## src/rtl/cam_pkg.sv

```systemverilog
// Shared camera-pipeline definitions: colour class codes, RGB444 field
// positions and default screen geometry.
package cam_pkg;

  localparam int unsigned CAM_SCREEN_X_DEF = 160;
  localparam int unsigned CAM_SCREEN_Y_DEF = 120;

  // RGB444 field slices within a 12-bit pixel {R,G,B}
  localparam int unsigned RGB_R_HI = 11;
  localparam int unsigned RGB_R_LO = 8;
  localparam int unsigned RGB_G_HI = 7;
  localparam int unsigned RGB_G_LO = 4;
  localparam int unsigned RGB_B_HI = 3;
  localparam int unsigned RGB_B_LO = 0;

  typedef enum logic [1:0] {
    CLS_NONE  = 2'b00,
    CLS_RED   = 2'b01,
    CLS_GREEN = 2'b10,
    CLS_BLUE  = 2'b11
  } cls_e;

endpackage

```

## src/rtl/color_frame_stats_if.sv

```systemverilog
// Pixel tap and result port bundle for color_frame_stats.
interface color_frame_stats_if #(
  parameter int unsigned DW = 12,
  parameter int unsigned CW = 15,
  parameter int unsigned XW = 8,
  parameter int unsigned YW = 7
);

  logic          vsync;
  logic          px_valid;
  logic [DW-1:0] px_data;
  logic [1:0]    sel_color;
  logic          result_ready;

  logic [CW-1:0] cnt_red;
  logic [CW-1:0] cnt_green;
  logic [CW-1:0] cnt_blue;
  logic [1:0]    dominant;
  logic [XW-1:0] bbox_xmin;
  logic [XW-1:0] bbox_xmax;
  logic [YW-1:0] bbox_ymin;
  logic [YW-1:0] bbox_ymax;
  logic          bbox_found;
  logic          result_valid;
  logic          result_overrun;
  logic          frame_err;

  // Camera/consumer side
  modport master (
    output vsync, px_valid, px_data, sel_color, result_ready,
    input  cnt_red, cnt_green, cnt_blue, dominant,
           bbox_xmin, bbox_xmax, bbox_ymin, bbox_ymax, bbox_found,
           result_valid, result_overrun, frame_err
  );

  // Statistics block side
  modport slave (
    input  vsync, px_valid, px_data, sel_color, result_ready,
    output cnt_red, cnt_green, cnt_blue, dominant,
           bbox_xmin, bbox_xmax, bbox_ymin, bbox_ymax, bbox_found,
           result_valid, result_overrun, frame_err
  );

endinterface

```

## src/rtl/rgb444_classifier.sv

```systemverilog
// Combinational RGB444 colour classifier: one channel at or above th_hi
// while the other two are at or below th_lo selects that colour.
module rgb444_classifier
  import cam_pkg::*;
#(
  parameter int unsigned DW = 12
) (
  input  logic [DW-1:0] i_px,
  input  logic [3:0]    i_th_hi,
  input  logic [3:0]    i_th_lo,
  output cls_e          o_class_c
);

  logic [3:0] w_r;
  logic [3:0] w_g;
  logic [3:0] w_b;

  assign w_r = i_px[RGB_R_HI:RGB_R_LO];
  assign w_g = i_px[RGB_G_HI:RGB_G_LO];
  assign w_b = i_px[RGB_B_HI:RGB_B_LO];

  // Threshold test per channel, first match wins
  always_comb begin
    o_class_c = CLS_NONE;
    if (w_r >= i_th_hi && w_g <= i_th_lo && w_b <= i_th_lo) begin
      o_class_c = CLS_RED;
    end else if (w_g >= i_th_hi && w_r <= i_th_lo && w_b <= i_th_lo) begin
      o_class_c = CLS_GREEN;
    end else if (w_b >= i_th_hi && w_r <= i_th_lo && w_g <= i_th_lo) begin
      o_class_c = CLS_BLUE;
    end
  end

endmodule

```

## src/rtl/color_frame_stats.sv

```systemverilog
// Per-frame colour statistics on the camera pixel-write stream.
// Counts red/green/blue pixels per frame and reports counts plus the
// dominant colour through a valid/ready result port at frame end.
// Optional target bounding box built when COLOR_STATS_BBOX_EN is defined;
// otherwise the bbox outputs are tied to 0.
module color_frame_stats
  import cam_pkg::*;
#(
  parameter int unsigned DW           = 12,
  parameter int unsigned CAM_SCREEN_X = CAM_SCREEN_X_DEF,
  parameter int unsigned CAM_SCREEN_Y = CAM_SCREEN_Y_DEF,
  parameter int unsigned CW           = 15,
  parameter int unsigned XW           = 8,
  parameter int unsigned YW           = 7,
  parameter logic [3:0]  TH_HI        = 4'd10,
  parameter logic [3:0]  TH_LO        = 4'd5
) (
  input  logic               clk,
  input  logic               rst,
  color_frame_stats_if.slave io_stats
);

  localparam logic [1:0] ST_IDLE  = 2'd0;
  localparam logic [1:0] ST_SYNC  = 2'd1;
  localparam logic [1:0] ST_ACCUM = 2'd2;

  logic [1:0]    r_state;
  logic [1:0]    w_state_nxt;
  logic [XW-1:0] r_x;
  logic [YW-1:0] r_y;
  logic [CW-1:0] r_acc_red;
  logic [CW-1:0] r_acc_green;
  logic [CW-1:0] r_acc_blue;
  logic [CW-1:0] w_acc_red_nxt;
  logic [CW-1:0] w_acc_green_nxt;
  logic [CW-1:0] w_acc_blue_nxt;
  cls_e          w_class;
  cls_e          w_dom;

  logic          w_start;
  logic          w_pix;
  logic          w_x_end;
  logic          w_y_end;
  logic          w_last;
  logic          w_abort;

  logic [CW-1:0] r_cnt_red;
  logic [CW-1:0] r_cnt_green;
  logic [CW-1:0] r_cnt_blue;
  logic [1:0]    r_dominant;
  logic          r_valid;
  logic          r_overrun;
  logic          r_frame_err;

  rgb444_classifier #(
    .DW (DW)
  ) u_classifier (
    .i_px      (io_stats.px_data),
    .i_th_hi   (TH_HI),
    .i_th_lo   (TH_LO),
    .o_class_c (w_class)
  );

  assign w_start = (r_state == ST_SYNC) && !io_stats.vsync;
  assign w_pix   = (r_state == ST_ACCUM) && io_stats.px_valid;
  assign w_x_end = (r_x == XW'(CAM_SCREEN_X - 1));
  assign w_y_end = (r_y == YW'(CAM_SCREEN_Y - 1));
  assign w_last  = w_pix && w_x_end && w_y_end;
  // The final pixel takes priority over a coincident vsync rise
  assign w_abort = (r_state == ST_ACCUM) && io_stats.vsync && !w_last;

  // FSM state register
  always_ff @(posedge clk) begin
    if (rst) begin
      r_state <= ST_IDLE;
    end else begin
      r_state <= w_state_nxt;
    end
  end

  // FSM next-state logic
  always_comb begin
    w_state_nxt = r_state;
    case (r_state)
      ST_IDLE:  if (io_stats.vsync) w_state_nxt = ST_SYNC;
      ST_SYNC:  if (!io_stats.vsync) w_state_nxt = ST_ACCUM;
      ST_ACCUM: begin
        if (w_last) begin
          w_state_nxt = ST_IDLE;
        end else if (io_stats.vsync) begin
          w_state_nxt = ST_SYNC;
        end
      end
      default:  w_state_nxt = ST_IDLE;
    endcase
  end

  // Pixel position within the frame
  always_ff @(posedge clk) begin
    if (rst || w_start) begin
      r_x <= '0;
      r_y <= '0;
    end else if (w_pix) begin
      if (w_x_end) begin
        r_x <= '0;
        r_y <= r_y + 1'b1;
      end else begin
        r_x <= r_x + 1'b1;
      end
    end
  end

  // Saturating class counters including the current pixel
  always_comb begin
    w_acc_red_nxt   = r_acc_red;
    w_acc_green_nxt = r_acc_green;
    w_acc_blue_nxt  = r_acc_blue;
    if (w_pix) begin
      case (w_class)
        CLS_RED:   if (!(&r_acc_red))   w_acc_red_nxt   = r_acc_red + CW'(1);
        CLS_GREEN: if (!(&r_acc_green)) w_acc_green_nxt = r_acc_green + CW'(1);
        CLS_BLUE:  if (!(&r_acc_blue))  w_acc_blue_nxt  = r_acc_blue + CW'(1);
        default:   ;
      endcase
    end
  end

  // Class accumulators, cleared at frame start
  always_ff @(posedge clk) begin
    if (rst || w_start) begin
      r_acc_red   <= '0;
      r_acc_green <= '0;
      r_acc_blue  <= '0;
    end else begin
      r_acc_red   <= w_acc_red_nxt;
      r_acc_green <= w_acc_green_nxt;
      r_acc_blue  <= w_acc_blue_nxt;
    end
  end

  // Dominant colour of the completed frame; ties favour red, then green
  always_comb begin
    w_dom = CLS_NONE;
    if (w_acc_red_nxt >= w_acc_green_nxt && w_acc_red_nxt >= w_acc_blue_nxt &&
        w_acc_red_nxt != '0) begin
      w_dom = CLS_RED;
    end else if (w_acc_green_nxt >= w_acc_blue_nxt && w_acc_green_nxt != '0) begin
      w_dom = CLS_GREEN;
    end else if (w_acc_blue_nxt != '0) begin
      w_dom = CLS_BLUE;
    end
  end

  // Result registers and valid/ready handshake
  always_ff @(posedge clk) begin
    if (rst) begin
      r_cnt_red   <= '0;
      r_cnt_green <= '0;
      r_cnt_blue  <= '0;
      r_dominant  <= '0;
      r_valid     <= 1'b0;
      r_overrun   <= 1'b0;
      r_frame_err <= 1'b0;
    end else begin
      r_frame_err <= w_abort;
      if (w_last) begin
        r_cnt_red   <= w_acc_red_nxt;
        r_cnt_green <= w_acc_green_nxt;
        r_cnt_blue  <= w_acc_blue_nxt;
        r_dominant  <= w_dom;
        r_valid     <= 1'b1;
        if (r_valid && !io_stats.result_ready) begin
          r_overrun <= 1'b1;
        end
      end else if (r_valid && io_stats.result_ready) begin
        r_valid <= 1'b0;
      end
    end
  end

  assign io_stats.cnt_red        = r_cnt_red;
  assign io_stats.cnt_green      = r_cnt_green;
  assign io_stats.cnt_blue       = r_cnt_blue;
  assign io_stats.dominant       = r_dominant;
  assign io_stats.result_valid   = r_valid;
  assign io_stats.result_overrun = r_overrun;
  assign io_stats.frame_err      = r_frame_err;

`ifdef COLOR_STATS_BBOX_EN
  logic [1:0]    r_sel;
  logic [XW-1:0] r_run_xmin;
  logic [XW-1:0] r_run_xmax;
  logic [YW-1:0] r_run_ymin;
  logic [YW-1:0] r_run_ymax;
  logic          r_run_found;
  logic [XW-1:0] w_run_xmin_nxt;
  logic [XW-1:0] w_run_xmax_nxt;
  logic [YW-1:0] w_run_ymin_nxt;
  logic [YW-1:0] w_run_ymax_nxt;
  logic          w_run_found_nxt;
  logic          w_hit;
  logic [XW-1:0] r_bbox_xmin;
  logic [XW-1:0] r_bbox_xmax;
  logic [YW-1:0] r_bbox_ymin;
  logic [YW-1:0] r_bbox_ymax;
  logic          r_bbox_found;

  assign w_hit = w_pix && (r_sel != CLS_NONE) && (w_class == r_sel);

  // Running extent including the current target pixel
  always_comb begin
    w_run_xmin_nxt  = r_run_xmin;
    w_run_xmax_nxt  = r_run_xmax;
    w_run_ymin_nxt  = r_run_ymin;
    w_run_ymax_nxt  = r_run_ymax;
    w_run_found_nxt = r_run_found;
    if (w_hit) begin
      if (r_x < r_run_xmin) w_run_xmin_nxt = r_x;
      if (r_x > r_run_xmax) w_run_xmax_nxt = r_x;
      if (r_y < r_run_ymin) w_run_ymin_nxt = r_y;
      if (r_y > r_run_ymax) w_run_ymax_nxt = r_y;
      w_run_found_nxt = 1'b1;
    end
  end

  // Running extent registers; target class latched for the whole frame
  always_ff @(posedge clk) begin
    if (rst) begin
      r_sel       <= '0;
      r_run_xmin  <= '0;
      r_run_xmax  <= '0;
      r_run_ymin  <= '0;
      r_run_ymax  <= '0;
      r_run_found <= 1'b0;
    end else if (w_start) begin
      r_sel       <= io_stats.sel_color;
      r_run_xmin  <= '1;
      r_run_xmax  <= '0;
      r_run_ymin  <= '1;
      r_run_ymax  <= '0;
      r_run_found <= 1'b0;
    end else begin
      r_run_xmin  <= w_run_xmin_nxt;
      r_run_xmax  <= w_run_xmax_nxt;
      r_run_ymin  <= w_run_ymin_nxt;
      r_run_ymax  <= w_run_ymax_nxt;
      r_run_found <= w_run_found_nxt;
    end
  end

  // Bounding box result, loaded alongside the counts
  always_ff @(posedge clk) begin
    if (rst) begin
      r_bbox_xmin  <= '0;
      r_bbox_xmax  <= '0;
      r_bbox_ymin  <= '0;
      r_bbox_ymax  <= '0;
      r_bbox_found <= 1'b0;
    end else if (w_last) begin
      r_bbox_xmin  <= w_run_xmin_nxt;
      r_bbox_xmax  <= w_run_xmax_nxt;
      r_bbox_ymin  <= w_run_ymin_nxt;
      r_bbox_ymax  <= w_run_ymax_nxt;
      r_bbox_found <= w_run_found_nxt;
    end
  end

  assign io_stats.bbox_xmin  = r_bbox_xmin;
  assign io_stats.bbox_xmax  = r_bbox_xmax;
  assign io_stats.bbox_ymin  = r_bbox_ymin;
  assign io_stats.bbox_ymax  = r_bbox_ymax;
  assign io_stats.bbox_found = r_bbox_found;
`else
  logic w_unused_sel;

  assign w_unused_sel        = ^io_stats.sel_color;
  assign io_stats.bbox_xmin  = '0;
  assign io_stats.bbox_xmax  = '0;
  assign io_stats.bbox_ymin  = '0;
  assign io_stats.bbox_ymax  = '0;
  assign io_stats.bbox_found = 1'b0;
`endif

endmodule

```

## src/flat_wrapper.sv

```systemverilog
// flat-port wrapper written by rule: the top's interface ports become plain ports
module color_frame_stats_flat import cam_pkg::*;
#(
  parameter int unsigned DW           = 12,
  parameter int unsigned CAM_SCREEN_X = CAM_SCREEN_X_DEF,
  parameter int unsigned CAM_SCREEN_Y = CAM_SCREEN_Y_DEF,
  parameter int unsigned CW           = 15,
  parameter int unsigned XW           = 8,
  parameter int unsigned YW           = 7,
  parameter logic [3:0]  TH_HI        = 4'd10,
  parameter logic [3:0]  TH_LO        = 4'd5
)
  (clk, rst, io_stats_vsync, io_stats_px_valid, io_stats_px_data, io_stats_sel_color, io_stats_result_ready, io_stats_cnt_red, io_stats_cnt_green, io_stats_cnt_blue, io_stats_dominant, io_stats_bbox_xmin, io_stats_bbox_xmax, io_stats_bbox_ymin, io_stats_bbox_ymax, io_stats_bbox_found, io_stats_result_valid, io_stats_result_overrun, io_stats_frame_err);
  color_frame_stats_if #(.DW(DW), .CW(CW), .XW(XW), .YW(YW)) io_stats_i ();
  input  logic clk;
  input  logic rst;
  input wire logic [$bits(io_stats_i.vsync)-1:0] io_stats_vsync;
  input wire logic [$bits(io_stats_i.px_valid)-1:0] io_stats_px_valid;
  input wire logic [$bits(io_stats_i.px_data)-1:0] io_stats_px_data;
  input wire logic [$bits(io_stats_i.sel_color)-1:0] io_stats_sel_color;
  input wire logic [$bits(io_stats_i.result_ready)-1:0] io_stats_result_ready;
  output wire logic [$bits(io_stats_i.cnt_red)-1:0] io_stats_cnt_red;
  output wire logic [$bits(io_stats_i.cnt_green)-1:0] io_stats_cnt_green;
  output wire logic [$bits(io_stats_i.cnt_blue)-1:0] io_stats_cnt_blue;
  output wire logic [$bits(io_stats_i.dominant)-1:0] io_stats_dominant;
  output wire logic [$bits(io_stats_i.bbox_xmin)-1:0] io_stats_bbox_xmin;
  output wire logic [$bits(io_stats_i.bbox_xmax)-1:0] io_stats_bbox_xmax;
  output wire logic [$bits(io_stats_i.bbox_ymin)-1:0] io_stats_bbox_ymin;
  output wire logic [$bits(io_stats_i.bbox_ymax)-1:0] io_stats_bbox_ymax;
  output wire logic [$bits(io_stats_i.bbox_found)-1:0] io_stats_bbox_found;
  output wire logic [$bits(io_stats_i.result_valid)-1:0] io_stats_result_valid;
  output wire logic [$bits(io_stats_i.result_overrun)-1:0] io_stats_result_overrun;
  output wire logic [$bits(io_stats_i.frame_err)-1:0] io_stats_frame_err;
  assign io_stats_i.vsync = io_stats_vsync;
  assign io_stats_i.px_valid = io_stats_px_valid;
  assign io_stats_i.px_data = io_stats_px_data;
  assign io_stats_i.sel_color = io_stats_sel_color;
  assign io_stats_i.result_ready = io_stats_result_ready;
  assign io_stats_cnt_red = io_stats_i.cnt_red;
  assign io_stats_cnt_green = io_stats_i.cnt_green;
  assign io_stats_cnt_blue = io_stats_i.cnt_blue;
  assign io_stats_dominant = io_stats_i.dominant;
  assign io_stats_bbox_xmin = io_stats_i.bbox_xmin;
  assign io_stats_bbox_xmax = io_stats_i.bbox_xmax;
  assign io_stats_bbox_ymin = io_stats_i.bbox_ymin;
  assign io_stats_bbox_ymax = io_stats_i.bbox_ymax;
  assign io_stats_bbox_found = io_stats_i.bbox_found;
  assign io_stats_result_valid = io_stats_i.result_valid;
  assign io_stats_result_overrun = io_stats_i.result_overrun;
  assign io_stats_frame_err = io_stats_i.frame_err;
  color_frame_stats #(.DW(DW), .CAM_SCREEN_X(CAM_SCREEN_X), .CAM_SCREEN_Y(CAM_SCREEN_Y), .CW(CW), .XW(XW), .YW(YW), .TH_HI(TH_HI), .TH_LO(TH_LO)) u_core (.clk(clk), .rst(rst), .io_stats(io_stats_i));
endmodule
```

## config.mk

```make
export PLATFORM = sky130hd
export DESIGN_NAME = color_frame_stats_flat
export DESIGN_NICKNAME = d
export VERILOG_FILES = /design/src/rtl/cam_pkg.sv /design/src/rtl/color_frame_stats_if.sv /design/src/rtl/rgb444_classifier.sv /design/src/rtl/color_frame_stats.sv /design/src/flat_wrapper.sv
export SDC_FILE = /design/constraint.sdc
export NUM_CORES = 1
export LEC_CHECK = 0
export ABC_CLOCK_PERIOD_IN_PS = 4500
export CORE_MARGIN = 3
export CORE_UTILIZATION = 25
export DETAILED_ROUTE_END_ITERATION = 10
export SETUP_SLACK_MARGIN = 0.05
export SLEW_MARGIN = 30
export SYNTH_ARGS = -nofsm -noshare
export SYNTH_HDL_FRONTEND = slang
export SYNTH_SLANG_ARGS = --single-unit
```

## constraint.sdc

```tcl
create_clock -name clk -period 4.5 [get_ports clk]
set_input_delay 0.45 -clock clk [delete_from_list [all_inputs] [get_ports clk]]
set_output_delay 0.45 -clock clk [all_outputs]
set_load 0.01 [all_outputs]
```

# == Word-level counts from Yosys, hierarchy flattened ==
# Index checks and enable logic that the tools add are counted.
# totals
ff_bits,112
latchBits,0
ramBits,0
mem_bits_ro,0
memories,0
# classes
n_addsub,5
multipliers,0
div_mod_pow,0
order_cmp,9
n_eq_ne,8
n_shift,0
n_mux,22
n_bitwise,0
reduce_logical,31
# ops
cell,n
$mux 15,9
$add 15x1->15 const B,3
$ge 15x15->1,3
$reduce_and 15->1,3
$reduce_bool 15->1,3
$mux 2,9
$logic_and 1x1->1,17
$ge 4x4->1 const B,3
$le 4x3->1 const B,3
$add 8x1->8 const B,1
$eq 8x8->1 const B,1
$mux 8,1
$add 7x1->7 const B,1
$eq 7x7->1 const B,1
$eq 2x2->1 const B,3
$pmux 2 s3,1
$eq 2x1->1 const B,2
$reduce_and 2->1,2
$logic_not 1->1,3
$logic_not 2->1,1
$mux 1,2
$ne 2x2->1 const B,1
$reduce_bool 2->1,1
$logic_or 1x1->1,1

# == Longest topological paths before layout ==
# Gate-level depths: netlist (run 1).
# depth
word_depth,13
depth_mapped,17
depth_no_buf,17

# == Hierarchy ==
# A second synthesis (run 1) with hierarchy kept.
# hier_totals
cells_unflattened,845
area_unflattened_um2,7020.5
# by_module_without_submodules
module,instances,cells_each,area_per_inst_um2
color_frame_stats,1,770,6453.7
rgb444_classifier,1,75,566.8

# == Worst setup path after synthesis (run 1) ==
# OpenSTA, ideal clock, no wires.
# synth_timing
path_kind,input-to-reg
start,in io_stats_px_data[6]
end,reg u_core.r_dominant[0] (netlist: u_core.io_stats.dominant[0])
setup_ns,0.080
arrival_ns,4.060
t_required_ns,4.420
path_slack_ns,0.361
path_stages,16
cell_sequence,a21o_1 or4_1 clkbuf_1 nor2_1 nand2_1 or3_1 xor2_1 inv_1 ha_1 and4_1 nand3_1 nor4b_4 a41o_1 a221oi_2 or3_1 a211oi_2
# synth_between
elab_chain_cells,12
elab_cells_between_ends,31
# synth_lines
element,line,rtl
start: declaration,flat_wrapper.sv:19,input wire logic [$bits(io_stats_i.px_data)-1:0] io_stats_px_data;
$le 4x3->1 or $ge 4x4->1 (tied branches),"rgb444_classifier.sv:25, rgb444_classifier.sv:29, rgb444_classifier.sv:27",
"$logic_and 1x1->1, on equally long branches","rgb444_classifier.sv:29, rgb444_classifier.sv:27",
$mux 2 or $logic_and 1x1->1 (tied branches),"rgb444_classifier.sv:29, rgb444_classifier.sv:27",
$mux 2,rgb444_classifier.sv:27,end else if (w_g >= i_th_hi && w_r <= i_th_lo && w_b <= i_th_lo) begin
$mux 2 *,rgb444_classifier.sv:25,if (w_r >= i_th_hi && w_g <= i_th_lo && w_b <= i_th_lo) begin
$eq 2x1->1 *,color_frame_stats.sv:119,case (w_class)
$mux 15 *,color_frame_stats.sv:119,
$mux 15 *,color_frame_stats.sv:118,if (w_pix) begin
via u_core.w_acc_red_nxt[11],color_frame_stats.sv:34,logic [CW-1:0] w_acc_red_nxt;
$ge 15x15->1,color_frame_stats.sv:144,if (w_acc_red_nxt >= w_acc_green_nxt && w_acc_red_nxt >= w_acc_blue_nxt &&
$logic_and 1x1->1,color_frame_stats.sv:144,
$logic_and 1x1->1 *,color_frame_stats.sv:144,
$mux 2 *,color_frame_stats.sv:144,
end signal: assignment,color_frame_stats.sv:170,r_dominant <= w_dom;
end: declaration,color_frame_stats.sv:50,logic [1:0] r_dominant;
# Mark *: on every way through the listed nets, which the timed path passes. The rest lies on a longest branch.
# A chain may end at the register's enable or synchronous reset.

# == Final worst setup path (run 1) ==
# layout_timing
start,in io_stats_px_data[2]
end,reg u_core.r_dominant[0] (netlist: u_core.io_stats.dominant[0])
# layout_between
elab_chain_cells,13
elab_cells_between_ends,30
# layout_lines
element,line,rtl
$ge 4x4->1,rgb444_classifier.sv:29,end else if (w_b >= i_th_hi && w_r <= i_th_lo && w_g <= i_th_lo) begin
$logic_and 1x1->1 (2 in a row),rgb444_classifier.sv:29,
$mux 2,rgb444_classifier.sv:29,
$mux 2,rgb444_classifier.sv:27,
$mux 2 *,rgb444_classifier.sv:25,
$eq 2x2->1 *,color_frame_stats.sv:119,
$mux 15 *,color_frame_stats.sv:119,
$mux 15 *,color_frame_stats.sv:118,
via u_core.w_acc_green_nxt[12],color_frame_stats.sv:35,logic [CW-1:0] w_acc_green_nxt;
"$ge 15x15->1, or another cell as far along",color_frame_stats.sv:147,end else if (w_acc_green_nxt >= w_acc_blue_nxt && w_acc_green_nxt != '0) begin
"$logic_and 1x1->1, on equally long branches","color_frame_stats.sv:147, color_frame_stats.sv:144",
$mux 2 or $logic_and 1x1->1 (tied branches),"color_frame_stats.sv:147, color_frame_stats.sv:144",
$mux 2 *,color_frame_stats.sv:144,
# Marked as above.

==> results of run 1 <==
## power breakdown
group / leakage [nW] / internal [mW] / switching, mW
combinational: 1.91 / 0.0195 / 0.0396
clock: 0.124 / 0.389 / 0.369
sequential: 0.902 / 0.991 / 0.00139
## sequential cells by signal (all words and copies together) (netlist names)
| name | cells |
|---|---|
| u_core.io_stats.cnt_blue | 15 |
| u_core.io_stats.cnt_green | 15 |
| u_core.io_stats.cnt_red | 15 |
| u_core.io_stats.dominant | 2 |
| u_core.io_stats.frame_err | 1 |
| u_core.io_stats.result_overrun | 1 |
| u_core.io_stats.result_valid | 1 |
| u_core.r_acc_blue | 15 |
| u_core.r_acc_green | 15 |
| u_core.r_acc_red | 15 |
| u_core.r_state | 2 |
| u_core.r_x | 8 |
| u_core.r_y | 7 |
## placed cells by master, fill, tap and decap left out, types with 5 or more instances in the layout
cell type / n
a211oi_1: 40
a21o_1: 8
a21oi_1: 26
a31oi_1: 6
buf_4: 63
clkbuf_16: 9
clkdlybuf4s50_1: 62
conb_1: 31
dfxtp_1: 112
ha_1: 33
inv_1: 30
mux2i_1: 5
nand2_1: 44
nand2b_1: 5
nand3_1: 22
nand4_1: 27
nor2_1: 133
nor3_1: 15
nor4_1: 16
o21ai_0: 15
or4_1: 7
xnor2_1: 30
xor2_1: 22
## worst min-delay path by stage
stage | startpoint | cells after the start | endpoint | slack (ns)
after floorplan | u_core.r_x[1] | 2 | u_core.r_x[1] | 0.45
after global placement | u_core.io_stats.cnt_green[4] | 2 | u_core.io_stats.cnt_green[4] | 0.44
after detailed placement | u_core.io_stats.cnt_red[13] | 2 | u_core.io_stats.cnt_red[13] | 0.45
after CTS | u_core.io_stats.cnt_red[13] | 2 | u_core.io_stats.cnt_red[13] | 0.46
after global routing | u_core.io_stats.cnt_red[12] | 2 | u_core.io_stats.cnt_red[12] | 0.49
final | u_core.io_stats.cnt_red[12] | 2 | u_core.io_stats.cnt_red[12] | 0.47
## what timing repair did
item / CTS / global route
endpoints found under the hold margin: 0 / 0
gates resized for setup: 0 / 4
endpoints found under the setup margin: 0 / 2
hold buffers: 0 / 0
## cell type report
cell class	instances	area share
clock buffer	11	0.0317
clock inverter	4	0.00408
inverter	30	0.0147
multi-input combinational	557	0.462
sequential	112	0.292
tap	319	0.0521
timing repair buffer	126	0.143
## logic make-up (layout without fill, tap and decap cells)
| logic type | Yosys count | after routing | share of synthesized area |
|---|---|---|---|
| simple gates | 304 | 304 | 0.251 |
| compound gates | 123 | 123 | 0.138 |
| flops | 112 | 112 | 0.367 |
| buf+inv | 91 | 171 | 0.0767 |
| xor+xnor | 54 | 54 | 0.0787 |
| fa+ha+maj | 39 | 39 | 0.0779 |
| mux | 6 | 6 | 0.0100 |
| other cells | 1 | 31 | 0.000615 |
## worst reg2reg max path, cell delays in order, from the launching register on
cell	delay [ns]
dfxtp_1	0.45
nand3b_4	0.11
or4_4	0.57
or4_4	0.56
nor2_1	0.13
xnor2_1	0.15
a21boi_1	0.19
buf_4	0.15
inv_1	0.04
ha_1	0.30
a21o_1	0.16
a21o_1	0.18
a21oi_2	0.18
o41ai_1	0.09
o21ai_1	0.17
nor3_1	0.11
a41o_1	0.23
a211oi_2	0.16
## layer usage
| metal | routed length [um] | share of wire | GRT usage |
|---|---|---|---|
| met5 | 0 | 0 | 0 |
| met4 | 147 | 0.0087 | 0.0299 |
| met3 | 814 | 0.048 | 0.0240 |
| met2 | 7710 | 0.46 | 0.206 |
| met1 | 8260 | 0.49 | 0.180 |
==> flow_summary_export.csv, run 1 <==
group,metric,value,unit
drt,ant_nets,0,
critical_path,critPathKind,"in -> reg",
synthesis,synthTopCellsByArea,"dfxtp_1, nor2_1, ha_1, a211oi_1, xnor2_1",
synthesis,synth_cells,730,
sta,setup-tns-final,0,ns
drt,drc,0,
sta,slew_viol_final,0,
sta,tightestPinTransition,0.753,ns
synthesis,postSynthAreaPerCell,8.36,um^2
sta,maxSlewHeadroom,0.494,
placement,gp_congestion,0.868,
pwr,irDropWorstVdd,0.000198,V
synthesis,seq_area_frac_synth,0.367,
floorplanning,ios,100,
clocking,clockRootBuffer,"clkbuf_16",
sta,fin_crit_sh,0.926,
synthesis,synthTopCellsByCount,"nor2_1, dfxtp_1, nand2_1",
critical_path,path_max_fanout,3,
synthesis,syn_area,6100,um^2
layout,fin_area,7670,um^2
drt,drt_iter0_drc,291,
critical_path,max_stage_delay,0.58,ns
sta,hold_violations,0,
synthesis,synth_area_leader_cell,"dfxtp_1",
synthesis,yosysMostFrequentCell,"nor2_1",
min_path,hp-class,"reg -> reg",
layout,area_delta_synth_final,25.6,%
synthesis,synth-edff-count,0,
placement,placedCellCount,1144,
grt,antenna_found_initial,0,
critical_path,rrSetupSlack,0.52,ns
clocking,cts_sinks,112,
synthesis,synth-main-ff-cell,"dfxtp_1",
grt,grt_pass1_vias,5001,
clocking,cts_setup_buffers,0,
synthesis,yosys_warnings,0,
job,cap_violations,0,
placement,placed_area,7370,um^2
sta,setup_ws,0.334,ns
critical_path,path_delay_family,"compound AO/OA/AOI/OAI gates",
sta,period_needed,4.17,ns
grt,grt_max_degree,59,
floorplanning,design.core.area,23800,um^2
layout,multi_input_area,3540,um^2
synthesis,synth.top_cell.area_share,0.367,
drt,drt_pass1_iterations,5,
layout,final_util,0.323,
clocking,cts_tree,"done",
critical_path,cp_common_cell,"a21o_1",
critical_path,cp-endpoint,"u_core.io_stats.dominant[0]",
critical_path,r2r-start,"u_core.r_state[1]",
sta,finalSetupViolations,0,
grt,grt_first_pass_wirelength,27.1,mm
synthesis,ys_seq_elements,112,
drt,viasPerCell,4.62,
floorplanning,start_util,0.257,
sta,fin_skew,0.00906,ns
critical_path,crit_path_start,"io_stats_px_data[2]",
pwr,leakagePower,2.94,nW
floorplanning,die_area,26300,um^2
synthesis,synth_cell_types,68,
clocking,worstSkewPairLatency,0.36,ns
floorplanning,core.rowCount,56,
status,status,"completed",
critical_path,ff2ff_path_depth,17,
layout,num_antenna_cells,0,
floorplanning,dieWidth,162,um
critical_path,cp-start-kind,"input pin",
clocking,clk_path_buf_depth,2,
pwr,power,1.81,mW
clocking,cts_made_buffers,9,
layout,finalNonFillerCells,1159,
layout,drive_gt1_frac,0.120,
drt,wirelength,16.9,mm
sta,rsz0062_at_grt,"no",
critical_path,cp.arrival,4.45,ns
critical_path,critPathRequiredTime,4.79,ns
placement,dp_hpwl,13.1,mm
critical_path,crit_chain,"clkdlybuf4s50_1, a21o_1, or4_4, or4_4, nor2_1, xnor2_1, a21boi_1, buf_4, inv_1, ha_1, a21o_1, a21o_1, a21oi_2, o41ai_1, o21ai_1, nor3_1, a41o_1, a211oi_2",
floorplanning,chipHeight,162,um
critical_path,crit_cells,18,
layout,final_nets,888,
layout,fillers,2538,
clocking,htreeDepth,3,
clocking,path_clk_slew,0.07,ns
drt,avgRoutedWirePerCell,14.6,um
placement,pre_cts_ws,-0.188,ns
critical_path,cp-end-kind,"flop",
grt,grt_overflow,0,
grt,gr-usage-all-layers,0.129,
drt,via_count,5360,
critical_path,cp_slowest_cell,"or4_4",
critical_path,r2r_end,"u_core.io_stats.dominant[0]",
pwr,p_per_area,236,nW/um^2
critical_path,crit_buf_inv,3,
synthesis,ys_async_sr_fraction,0,
sta,timing.fmax,240,MHz
sta,hold_slack,0.465,ns
placement,port_buffers,63,
layout,regArea,2240,um^2
No activity file was read; power rests on OpenSTA's default activity.
==> run 2, diff against run 1 <==
==> constraint.sdc (replaced) <==
create_clock -name clk -period 4.5 [get_ports clk]
set_input_delay 0.675 -clock clk [delete_from_list [all_inputs] [get_ports clk]]
set_output_delay 0.675 -clock clk [all_outputs]
set_load 0.01 [all_outputs]
==> flow_summary_export.csv, run 2 (synthesis results as in run 1) <==
group,metric,value,unit
sta,maxSlewHeadroom,0.367,
sta,rsz0062_at_grt,"no",
clocking,htreeDepth,3,
pwr,switchingPower,430,uW
clocking,clk_path_buf_depth,2,
sta,timing.fmax,231,MHz
layout,finalNonFillerCells,1177,
sta,slew_viol_final,0,
layout,area_delta_synth_final,29.3,%
floorplanning,die_area,26300,um^2
floorplanning,ios,100,
critical_path,crit_buf_inv,4,
sta,period_needed,4.33,ns
placement,port_buffers,63,
critical_path,critPathRequiredTime,4.79,ns
pwr,combinationalPowerShare,0.032,
pwr,leakagePower,3.07,nW
critical_path,crit_chain,"clkdlybuf4s50_1, a21o_1, buf_4, or4_1, buf_4, nor2_1, xnor2_1, inv_1, ha_1, nand2b_1, maj3_1, maj3_1, a221oi_1, o21a_1, o32ai_1, a21oi_1",
floorplanning,start_util,0.257,
pwr,clkPwrFrac,0.445,
min_path,hp-class,"reg -> reg",
pwr,irDropWorstVdd,0.000205,V
grt,grt_overflow,0,
status,status,"completed",
floorplanning,dieWidth,162,um
layout,fin_area,7890,um^2
layout,final_nets,905,
placement,pre_cts_ws,-0.360,ns
layout,drive_gt1_frac,0.150,
grt,gr-usage-all-layers,0.130,
floorplanning,design.core.area,23800,um^2
clocking,worstSkewPairLatency,0.36,ns
pwr,seqPwrFrac,0.523,
placement,dp_hpwl,13.4,mm
sta,fin_crit_sh,0.963,
drt,ant_nets,0,
grt,grt_max_degree,53,
sta,finalSetupViolations,0,
clocking,ctsHoldBuffers,0,
grt,antenna_found_initial,0,
clocking,cts_sinks,112,
layout,layout_common_cells,"nor2_1, dfxtp_1, buf_4, clkdlybuf4s50_1, nand2_1",
clocking,cts_made_buffers,9,
floorplanning,core.rowCount,56,
sta,setup-tns-final,0,ns
pwr,p_int,1.47,mW
clocking,path_clk_slew,0.08,ns
sta,hold_slack,0.467,ns
job,cap_violations,0,
drt,drc,0,
placement,placedCellCount,1161,
pwr,switching_share,0.226,
clocking,cts_tree,"done",
placement,placed_area,7500,um^2
critical_path,cp-start-kind,"input pin",
layout,num_antenna_cells,0,
clocking,clockRootBuffer,"clkbuf_16",
critical_path,cp.arrival,4.62,ns
critical_path,critPathKind,"in -> reg",
grt,grt_pass1_vias,5066,
sta,tightestPinTransition,0.947,ns
layout,final_common_cell,"nor2_1",
drt,via_count,5419,
sta,fin_skew,0.0137,ns
critical_path,path_max_fanout,6,
floorplanning,chipHeight,162,um
critical_path,cp_slowest_cell,"or4_1",
drt,viasPerCell,4.60,
critical_path,cp-end-kind,"flop",
clocking,cts_setup_buffers,0,
pwr,p_per_area,241,nW/um^2
drt,avgRoutedWirePerCell,14.7,um
grt,grt_first_pass_wirelength,27.4,mm
drt,drt_pass1_iterations,4,
drt,wirelength,17.3,mm
sta,hold_violations,0,
placement,gp_congestion,0.886,
drt,drt_iter0_drc,312,
critical_path,max_stage_delay,0.61,ns
critical_path,path_delay_family,"compound AO/OA/AOI/OAI gates",
sta,setup_ws,0.167,ns
## run 2: timing repair
item	4_1_cts	5_1_grt
gates cloned	0	0
pin swaps	0	8
resized for setup	1	15
setup endpoints to repair	2	2
## run 2: final timing paths
kind	from	cells past startpoint	slack, ns	end
max	io_stats_px_data[9]	16	0.17	u_core.io_stats.dominant[1]
min	u_core.io_stats.cnt_green[13]	2	0.47	u_core.io_stats.cnt_green[13]
max reg2reg	u_core.r_acc_blue[1]	14	0.43	u_core.io_stats.dominant[0]
min reg2reg	u_core.io_stats.cnt_green[13]	2	0.47	u_core.io_stats.cnt_green[13]
## run 2: layer usage
metal / track usage / wire [um] / share of wire
met1: 0.181 / 8410 / 0.49
met2: 0.206 / 7730 / 0.45
met3: 0.0268 / 932 / 0.054
met4: 0.0283 / 181 / 0.010
met5: 0 / 0 / 0
## run 2: per-stage QoR
| step | util | power, mW |
|---|---|---|
| after floorplan | - | 1.07 |
| after global placement | 0.316 | 1.08 |
| after detailed placement | 0.316 | 1.08 |
| after CTS | 0.329 | 1.93 |
| after global routing | 0.332 | 1.97 |
| final | 0.332 | 1.90 |
## run 2: power groups by stage
stage               Sequential [mW]  Combinational, mW  Clock (mW)
finish                        0.992             0.0616       0.844
global placement               1.02             0.0613           0
detailed placement             1.02             0.0618           0
CTS                           0.992             0.0621       0.874
floorplan                      1.02             0.0553           0
global route                  0.993             0.0678       0.911
## run 2: worst min-delay path: cells and delay by family (launching register included)
family | cells | cell delay [ns]
DFF | 1 | 0.32
AOI/OAI and AO/OA | 1 | 0.05
and+or+nand+nor | 1 | 0.05
## run 2: area by class of cell
cell class	count	area, um^2
clock buffer	10	239
clock inverter	6	75.1
fill	2532	15900
inverter	30	113
multi-input combinational	557	3590
sequential	112	2240
tap	319	399
timing repair buffer	143	1230
==> run 3, diff against run 2 <==
--- a/config.mk
+++ b/config.mk
@@ -5,7 +5,7 @@
 export SDC_FILE = /design/constraint.sdc
 export NUM_CORES = 1
 export LEC_CHECK = 0
-export ABC_CLOCK_PERIOD_IN_PS = 4500
+export ABC_CLOCK_PERIOD_IN_PS = 4100
 export CORE_MARGIN = 3
 export CORE_UTILIZATION = 25
 export DETAILED_ROUTE_END_ITERATION = 10
==> constraint.sdc (replaced) <==
create_clock -name clk -period 4.1 [get_ports clk]
set_input_delay 0.615 -clock clk [delete_from_list [all_inputs] [get_ports clk]]
set_output_delay 0.615 -clock clk [all_outputs]
set_load 0.01 [all_outputs]
==> flow_summary_export.csv, run 3 (synthesis results as in run 1) <==
group,metric,value,unit
critical_path,rrSetupSlack,0.24,ns
floorplanning,dieWidth,162,um
floorplanning,die_area,26300,um^2
layout,layout_common_cells,"nor2_1, dfxtp_1, buf_4, clkdlybuf4s50_1, nand2_1",
critical_path,r2r_end,"u_core.io_stats.dominant[0]",
drt,avgRoutedWirePerCell,14.8,um
placement,pre_cts_ws,-0.528,ns
min_path,holdPathEnd,"u_core.io_stats.cnt_red[12]",
min_path,hp-class,"reg -> reg",
layout,fillers,2459,
layout,fin_area,8160,um^2
pwr,seqPwrFrac,0.543,
sta,fin_crit_sh,0.967,
sta,maxSlewHeadroom,0.437,
floorplanning,design.core.area,23800,um^2
floorplanning,start_util,0.257,
min_path,min_path_cells,2,
placement,port_buffers,63,
critical_path,ff2ff_path_depth,16,
critical_path,cp-start-kind,"input pin",
grt,gr-usage-all-layers,0.131,
floorplanning,ios,100,
drt,drt_pass1_iterations,5,
drt,drt_iter0_drc,315,
clocking,clk_path_buf_depth,2,
layout,num_antenna_cells,0,
sta,hold_violations,0,
critical_path,cp-end-kind,"flop",
clocking,cts_tree,"done",
placement,placedCellCount,1182,
layout,drive_gt1_frac,0.188,
pwr,p_per_area,246,nW/um^2
pwr,leakagePower,3.22,nW
critical_path,critPathRequiredTime,4.39,ns
sta,setup-tns-final,0,ns
placement,placed_area,7700,um^2
layout,final_common_cell,"nor2_1",
floorplanning,core.rowCount,56,
clocking,cts_sinks,112,
layout,final_util,0.344,
grt,grt_pass1_vias,5261,
pwr,clkPwrFrac,0.423,
critical_path,critPathKind,"in -> reg",
floorplanning,chipHeight,162,um
sta,slew_viol_final,0,
pwr,irDropWorstVdd,0.000203,V
grt,grt_first_pass_wirelength,27.8,mm
clocking,htreeDepth,3,
sta,timing.fmax,252,MHz
drt,wirelength,17.8,mm
critical_path,r2r-start,"u_core.r_state[1]",
sta,period_needed,3.96,ns
layout,finalNonFillerCells,1206,
placement,dp_hpwl,13.5,mm
pwr,switching_share,0.223,
status,status,"completed",
placement,gp_congestion,0.883,
sta,tightestPinTransition,0.842,ns
sta,fin_skew,0.0139,ns
sta,setup_ws,0.136,ns
clocking,ctsHoldBuffers,0,
critical_path,path_max_fanout,3,
clocking,cts_made_buffers,9,
clocking,clockRootBuffer,"clkbuf_16",
sta,finalSetupViolations,0,
clocking,path_clk_slew,0.08,ns
grt,grt_overflow,0,
drt,via_count,5623,
min_path,hp-start,"u_core.io_stats.cnt_red[12]",
layout,area_delta_synth_final,33.7,%
clocking,worstSkewPairLatency,0.36,ns
pwr,power,2.01,mW
pwr,combinationalPowerShare,0.034,
critical_path,cp.arrival,4.25,ns
pwr,p_int,1.56,mW
grt,grt_max_degree,53,
drt,ant_nets,0,
grt,antenna_found_initial,0,
pwr,switchingPower,448,uW
job,cap_violations,0,
drt,viasPerCell,4.66,
sta,hold_slack,0.466,ns
sta,rsz0062_at_grt,"yes",
drt,drc,0,
layout,final_nets,934,
-- run 3: changes by cell type in the layout (fill, tap and decap cells not counted), sizes merged --
cell,change
buf,+29
bufinv,-1
clkbuf,+3
clkdlybuf4s15,+4
clkdlybuf4s50,-9
dlygate4sd2,+6
dlymetal6s2s,-1
inv,-2
-- run 3: critical path: stages --
cell	delay [ns]
clkdlybuf4s15_1	0.17
a21o_1	0.20
or4_4	0.59
or4_4	0.56
nor2_4	0.12
xnor2_2	0.13
a21boi_4	0.26
inv_2	0.06
ha_4	0.21
a21o_1	0.15
a21o_1	0.16
a21oi_2	0.18
nand2_1	0.09
a211oi_2	0.26
nor3_2	0.08
a41o_1	0.23
a211oi_2	0.18
-- run 3: metal layers --
layer	vias up	global-route usage	part of all wire
met1	2616	0.179	0.48
li1	2828	-	-
met3	23	0.0247	0.052
met2	156	0.211	0.45
met4	0	0.0415	0.021
met5	-	0	0
-- run 3: area by class of cell --
type | count | area (um^2) | share of cell area
clock buffer | 13 | 260 | 0.0319
clock inverter | 3 | 26.3 | 0.00322
inverter | 30 | 113 | 0.0138
multi-input combinational | 557 | 3670 | 0.449
sequential | 112 | 2240 | 0.275
tap | 319 | 399 | 0.0489
timing repair buffer | 172 | 1450 | 0.178
-- run 3: repair_timing --
action | in CTS | in global routing
pin swaps | 13 | 21
setup buffers | 7 | 1
setup endpoints to repair | 2 | 2
resized for setup | 22 | 17
cloned | 0 | 0
-- run 3: power groups by stage --
stage / sequential (mW) / combinational, mW / clock (mW)
after floorplan: 1.11 / 0.0607 / 0
after global placement: 1.12 / 0.0684 / 0
after detailed placement: 1.12 / 0.0690 / 0
after CTS: 1.09 / 0.0685 / 0.882
after global routing: 1.09 / 0.0752 / 0.913
final: 1.09 / 0.0685 / 0.850
-- run 3: worst max-delay path by stage --
stage                                     from                          end  slack, ns  depth (start not counted)
after floorplan            io_stats_px_data[2]  u_core.io_stats.dominant[0]       0.03                         15
after detailed placement   io_stats_px_data[2]  u_core.io_stats.dominant[0]      -0.53                         17
after global placement     io_stats_px_data[2]  u_core.io_stats.dominant[0]      -0.48                         17
final                      io_stats_px_data[2]  u_core.io_stats.dominant[0]       0.14                         17
after global routing       io_stats_px_data[6]  u_core.io_stats.dominant[0]      0.007                         18
after CTS                 io_stats_px_data[10]  u_core.io_stats.dominant[0]       0.06                         16
